===== src/rtl/hack_rom_loader.sv =====
// Boot loader for the Hack CPU: receives a framed program image over a byte stream,
// writes it into the instruction ROM, verifies the XOR checksum and only then releases the CPU.
module hack_rom_loader #(
   parameter int unsigned ADDR_W         = 15,
   parameter int unsigned TIMEOUT_CYCLES = 1000000,
   parameter logic [7:0]  SYNC_BYTE      = 8'hA5
) (
   input  logic              clk,
   input  logic              reset,
   input  logic              start,
   input  logic [7:0]        rx_data,
   input  logic              rx_valid,
   output logic [ADDR_W-1:0] rom_wr_addr,
   output logic [15:0]       rom_wr_data,
   output logic              rom_we,
   output logic              cpu_reset,
   output logic              load_done,
   output logic              load_error
);

   typedef enum logic [3:0] {
      IDLE, SYNC, LEN_HI, LEN_LO, DATA_HI, DATA_LO, CHECK, RUN, ERROR
   } state_t;

   localparam logic [31:0] MAX_WORDS = 32'd1 << ADDR_W;
   localparam logic [31:0] TMO_LAST  = 32'(TIMEOUT_CYCLES - 1);

   state_t            state, state_n;
   logic [7:0]        len_hi;
   logic [15:0]       len;
   logic [ADDR_W-1:0] addr;
   logic [7:0]        hi_byte;
   logic [7:0]        csum;
   logic [31:0]       tmo;

   logic        timed;
   logic        tmo_hit;
   logic        last_word;
   logic [31:0] n_word;

   assign timed     = (state == LEN_HI) || (state == LEN_LO) || (state == DATA_HI) ||
                      (state == DATA_LO) || (state == CHECK);
   assign tmo_hit   = timed && !rx_valid && (tmo == TMO_LAST);
   assign n_word    = {16'd0, len_hi, rx_data};
   assign last_word = (32'(addr) == ({16'd0, len} - 32'd1));

   always_ff @(posedge clk or posedge reset) begin
      if (reset) state <= IDLE;
      else       state <= state_n;
   end

   always_comb begin
      state_n = state;
      case (state)
         IDLE:    if (start) state_n = SYNC;
         SYNC:    if (rx_valid && rx_data == SYNC_BYTE) state_n = LEN_HI;
         LEN_HI: begin
            if (rx_valid)     state_n = LEN_LO;
            else if (tmo_hit) state_n = ERROR;
         end
         LEN_LO: begin
            if (rx_valid) begin
               if (n_word == 32'd0 || n_word > MAX_WORDS) state_n = ERROR;
               else                                       state_n = DATA_HI;
            end else if (tmo_hit) begin
               state_n = ERROR;
            end
         end
         DATA_HI: begin
            if (rx_valid)     state_n = DATA_LO;
            else if (tmo_hit) state_n = ERROR;
         end
         DATA_LO: begin
            if (rx_valid)     state_n = last_word ? CHECK : DATA_HI;
            else if (tmo_hit) state_n = ERROR;
         end
         CHECK: begin
            if (rx_valid)     state_n = (rx_data == csum) ? RUN : ERROR;
            else if (tmo_hit) state_n = ERROR;
         end
         RUN:     if (start) state_n = SYNC;
         ERROR:   if (start) state_n = SYNC;
         default: state_n = IDLE;
      endcase
   end

   // Status outputs are registered from the next state so they change together with it.
   always_ff @(posedge clk or posedge reset) begin
      if (reset) begin
         cpu_reset  <= 1'b1;
         load_done  <= 1'b0;
         load_error <= 1'b0;
      end else begin
         cpu_reset  <= (state_n != RUN);
         load_done  <= (state_n == RUN);
         load_error <= (state_n == ERROR);
      end
   end

   always_ff @(posedge clk or posedge reset) begin
      if (reset) begin
         tmo         <= '0;
         len_hi      <= '0;
         len         <= '0;
         addr        <= '0;
         hi_byte     <= '0;
         csum        <= '0;
         rom_we      <= 1'b0;
         rom_wr_addr <= '0;
         rom_wr_data <= '0;
      end else begin
         rom_we <= 1'b0;
         if (!timed || rx_valid) tmo <= '0;
         else                    tmo <= tmo + 32'd1;
         if (rx_valid) begin
            case (state)
               LEN_HI: len_hi <= rx_data;
               LEN_LO: begin
                  len  <= {len_hi, rx_data};
                  addr <= '0;
                  csum <= '0;
               end
               DATA_HI: begin
                  hi_byte <= rx_data;
                  csum    <= csum ^ rx_data;
               end
               DATA_LO: begin
                  rom_we      <= 1'b1;
                  rom_wr_data <= {hi_byte, rx_data};
                  rom_wr_addr <= addr;
                  csum        <= csum ^ rx_data;
                  // Holding the address on the final word keeps it from wrapping at a full-size image.
                  if (!last_word) addr <= addr + 1'b1;
               end
               default: ;
            endcase
         end
      end
   end

endmodule


===== config.mk =====
export PLATFORM = sky130hd
export DESIGN_NAME = hack_rom_loader
export DESIGN_NICKNAME = d
export VERILOG_FILES = /design/src/rtl/hack_rom_loader.sv
export SDC_FILE = /design/constraint.sdc
export NUM_CORES = 1
export LEC_CHECK = 0
export ABC_CLOCK_PERIOD_IN_PS = 4700
export CORE_MARGIN = 2
export CORE_UTILIZATION = 40
export DETAILED_ROUTE_END_ITERATION = 10
export HOLD_SLACK_MARGIN = 0.05
export PLACE_DENSITY = 0.55
export SKIP_CTS_REPAIR_TIMING = 1
export SLEW_MARGIN = 30
export SYNTH_ARGS = -nofsm -noshare
export SYNTH_HDL_FRONTEND = slang
export SYNTH_SLANG_ARGS = --single-unit

===== constraint.sdc =====
create_clock -name clk -period 4.7 [get_ports clk]
set_clock_uncertainty 0.05 [all_clocks]
set_input_delay 0.47 -clock clk [delete_from_list [all_inputs] [get_ports clk]]
set_output_delay 0.47 -clock clk [all_outputs]
set_load 0.02 [all_outputs]

==> run_results.csv <==
group,metric,value,unit
placement,dpl.hpwl,9.708,mm
placement,portBuffers,46,
route,finalWirelength,14.33,mm
floorplanning,floorplan.initialDensity,41.05,%
grt,pin_count_of_the_biggest_net_entering_global_routing,67,
grt,antenna_violations_before_repair,0,
synthesis,synth_area,6241,µm²
synthesis,syn-num-nets,639,
critical_path,worst_path_max_delay_cell,"sky130_fd_sc_hd__nor3b_1",
floorplanning,fp.dieH,128.9,µm
sta,fin_hold_ws,430.1,ps
grt,gr-usage-all-layers,18.38,%
sta,slew-limit-headroom,41.10,%
grt,globalRouteOverflowTotal,0,
sta,timing.fmax,290.4,MHz
route,post_drt_wl_per_cell,16.55,µm
placement,placed_cell_count,834,
route,final_antenna_net_count,0,
critical_path,r2r-start,"len[0]",
placement,place.gp.congestion,0.8107,
synthesis,netlist-cell-type-count,52,
critical_path,cp_cell_sequence,"inv_1, ha_1, nor3b_1, and4_1, o22ai_1, nor4_2, nand4_4, a21oi_4, mux2i_1, nor2_1",
clock_tree,cts_root_buf,"sky130_fd_sc_hd__clkbuf_16",
sta,timing.final.setup_violations,0,
sta,setup_repair_after_global_routing_missed_its_margin,"false",
synthesis,yosysWarnings,0,
critical_path,critical_path.reg2reg.endpoint,"addr[1]",
critical_path,timing.reg2reg.setup_slack,1260,ps
clock_tree,cts_htree_levels,4,
critical_path,critPathArrivalTime,3680,ps
sta,final.setup.tns,0,ps
route,drt_drc_violations_left,0,
synthesis,synth_edf_count,0,
clock_tree,clock-sinks,126,
critical_path,crit_family,"simple AND/OR/NAND/NOR gates",
power,p_leak,3.207,nW
grt,first_global_vias,4713,
hold_path,worst_hold_startpoint,"tmo[0]",
hold_path,worstHoldPathType,"reg -> reg",
critical_path,crit_type,"reg -> reg",
clock_tree,clk_pin_slew_worst_paths,60,ps
cells_and_area,syn2layout_area_growth,20.45,%
floorplanning,die_footprint,16620,µm²
route,drt-initial-drc-count,208,
synthesis,synth_top_flop_cell,"sky130_fd_sc_hd__dfrtp_1",
critical_path,timing.critical_path.slowest_cell_delay,670,ps
sta,timing.final.crit_share,73.28,%
floorplanning,die-width,128.9,µm
critical_path,r2r_cells,10,
sta,worst-slew-pin-transition,880.2,ps
route,highest_layer,"met4",
clock_tree,clock_tree_from_tritoncts,"built",
floorplanning,design.portCount,47,
synthesis,postSynthAreaPerCell,10.00,µm²
synthesis,leading_cell_types_by_total_area_after_synthesis,"sky130_fd_sc_hd__dfrtp_1 50%, sky130_fd_sc_hd__mux2_2 8.5%, sky130_fd_sc_hd__nand2_1 4.9%",
route,viasPerCell,5.432,
cells_and_area,fillCellCount,1400,
cells_and_area,layout.nets,680,
hold_path,whs_endpoint,"tmo[0]",
run,max_cap_violations,0,
clock_tree,cts_inserted_buffers,17,
critical_path,crit_path_max_fanout,28,
sta,timing_max_transition_violations_final,0,
synthesis,synthDominantCellAreaShare,50.12,%
clock_tree,deepest_clock_path_buffer_count,2,
cells_and_area,antenna_cells,0,
route,detailedRoute.firstPassIterationCount,4,
floorplanning,fp-row-count,45,
synthesis,yosysSeqAreaShare,50.54,%
synthesis,ys_async_sr_fraction,100.0,%
synthesis,synthesis.instances,624,
sta,period_minus_slack,3444,ps
critical_path,worst_ep_required_time,4940,ps
critical_path,endpoint_kind,"register",
cells_and_area,instances_no_fill,866,
floorplanning,design.core.area,15200,µm²
synthesis,synth_seq_cells,126,
synthesis,synth.largest_area_cell,"sky130_fd_sc_hd__dfrtp_1",
power,worst_ir_drop_on_vdd,278.1,µV
power,power-per-cell-area,543.8,nW/µm²
critical_path,type_of_origin_of_the_critical_path,"register",
status,outcome,"complete, no violations",
route,routed-wl-met2,6.905,mm
route,met3_wirelength,416,µm
cells_and_area,drive_above_1_share,14.01,%
grt,grt_first_pass_wirelength,23.81,mm
route,detail_route.wirelength.met1,6.787,mm
critical_path,timing.critical_path.buf_inv,1,
route,dr_total_vias,4704,
clock_tree,clk_latency,420,ps
sta,final_hold_viol_count,0,
hold_path,timing.hold.worst_path_depth,1,
[how the worst max path moves through the flow]
stage / from / endpoint / depth (start not counted)
floorplan: reset / addr[0] / 1
global placement: rx_valid / load_done / 8
detailed placement: rx_valid / addr[13] / 8
CTS: len[0] / addr[1] / 10
global route: len[0] / addr[12] / 10
finish: len[0] / addr[1] / 10
[cell usage after synthesis (3+ instances only)]
cell                       count
sky130_fd_sc_hd__nor2b_1       4
sky130_fd_sc_hd__o21ai_0      38
sky130_fd_sc_hd__nand2b_1      3
sky130_fd_sc_hd__buf_2         3
sky130_fd_sc_hd__nand3b_1      3
sky130_fd_sc_hd__and4_1        7
sky130_fd_sc_hd__a31oi_1       5
sky130_fd_sc_hd__nand2_1      82
sky130_fd_sc_hd__nor4_1       15
sky130_fd_sc_hd__dfrtp_1     125
sky130_fd_sc_hd__nor2_1       50
sky130_fd_sc_hd__nand3_1      21
sky130_fd_sc_hd__or4_1         3
sky130_fd_sc_hd__nand4_1      11
sky130_fd_sc_hd__mux2i_1       3
sky130_fd_sc_hd__buf_1         3
sky130_fd_sc_hd__mux2_2       47
sky130_fd_sc_hd__o31ai_1       5
sky130_fd_sc_hd__xor2_1       33
sky130_fd_sc_hd__and3_1       12
sky130_fd_sc_hd__clkbuf_1     20
sky130_fd_sc_hd__ha_1          3
sky130_fd_sc_hd__xnor2_1      17
sky130_fd_sc_hd__inv_1        15
sky130_fd_sc_hd__or3_1        21
sky130_fd_sc_hd__o21ai_1       8
sky130_fd_sc_hd__nor3_1       14
sky130_fd_sc_hd__a21oi_1      24
[cell type report]
class	count	area, µm²	share of cell area (%)
flip-flops and latches	126	3154	41.96
multi-input cells	453	2903	38.62
repair buffers	52	505.5	6.724
clock buffers	19	442.9	5.892
well taps	188	235.2	3.129
clock inverters	13	217.7	2.896
inverters	15	58.81	0.7823
[state kept, by name, indices dropped and copies added, names as in the netlist]
name         cells
state            4
rom_we           1
hi_byte          8
csum             8
cpu_reset        1
addr            15
load_error       1
load_done        1
len             16
len_hi           8
tmo             32
rom_wr_data     16
rom_wr_addr     15
[stage by stage]
stage	power [mW]	util (%)	instance area, µm²	setup WS, ps
2_1_floorplan	2.205	-	6241	825.7
3_3_place_gp	2.605	45.07	6852	1184
3_5_place_dp	2.631	45.10	6857	1104
4_1_cts	4.128	49.45	7517	1235
5_1_grt	4.287	49.45	7517	940.0
6_report	4.088	49.45	7517	1256
[cell usage in the layout (no fill, tap or decap), drive strengths merged, types with 5 or more instances in the layout]
cell           instances
xnor2                 17
xor2                  33
buf                    6
a31oi                  5
clkbuf                19
inv                   15
dfrtp                125
bufinv                 6
o21ai                 46
clkinv                 6
and4                   7
or4                    5
and3                  12
or3                   21
nor2                  50
nand3                 21
nand2                 82
nor3                  14
clkdlybuf4s50         46
nand4                 12
mux2                  47
o31ai                  5
nor4                  16
a21oi                 25
[routing by layer]
layer  vias to the layer above  global-route usage, %
met3                        22                  4.823
met4                         0                  6.458
met1                      2337                  23.65
met2                        66                  30.13
li1                       2279                      -
met5                         -                      0
[report_power, final]
group	total [mW]	internal [mW]	switching [mW]
Combinational	1.03	0.524	0.508
Clock	1.48	1.00	0.479
Sequential	1.57	1.34	0.232
[cells by family (layout without fill, tap and decap cells)]
family,Yosys count,in the layout,synth area share [%]
buf+inv,45,99,3.107
flops,126,126,50.54
xor+xnor,51,51,7.398
fa+ha+maj,4,4,0.7619
compound gates,91,91,8.400
mux,50,50,8.962
simple gates,257,257,20.83
No activity file was read; power rests on OpenSTA's default activity.
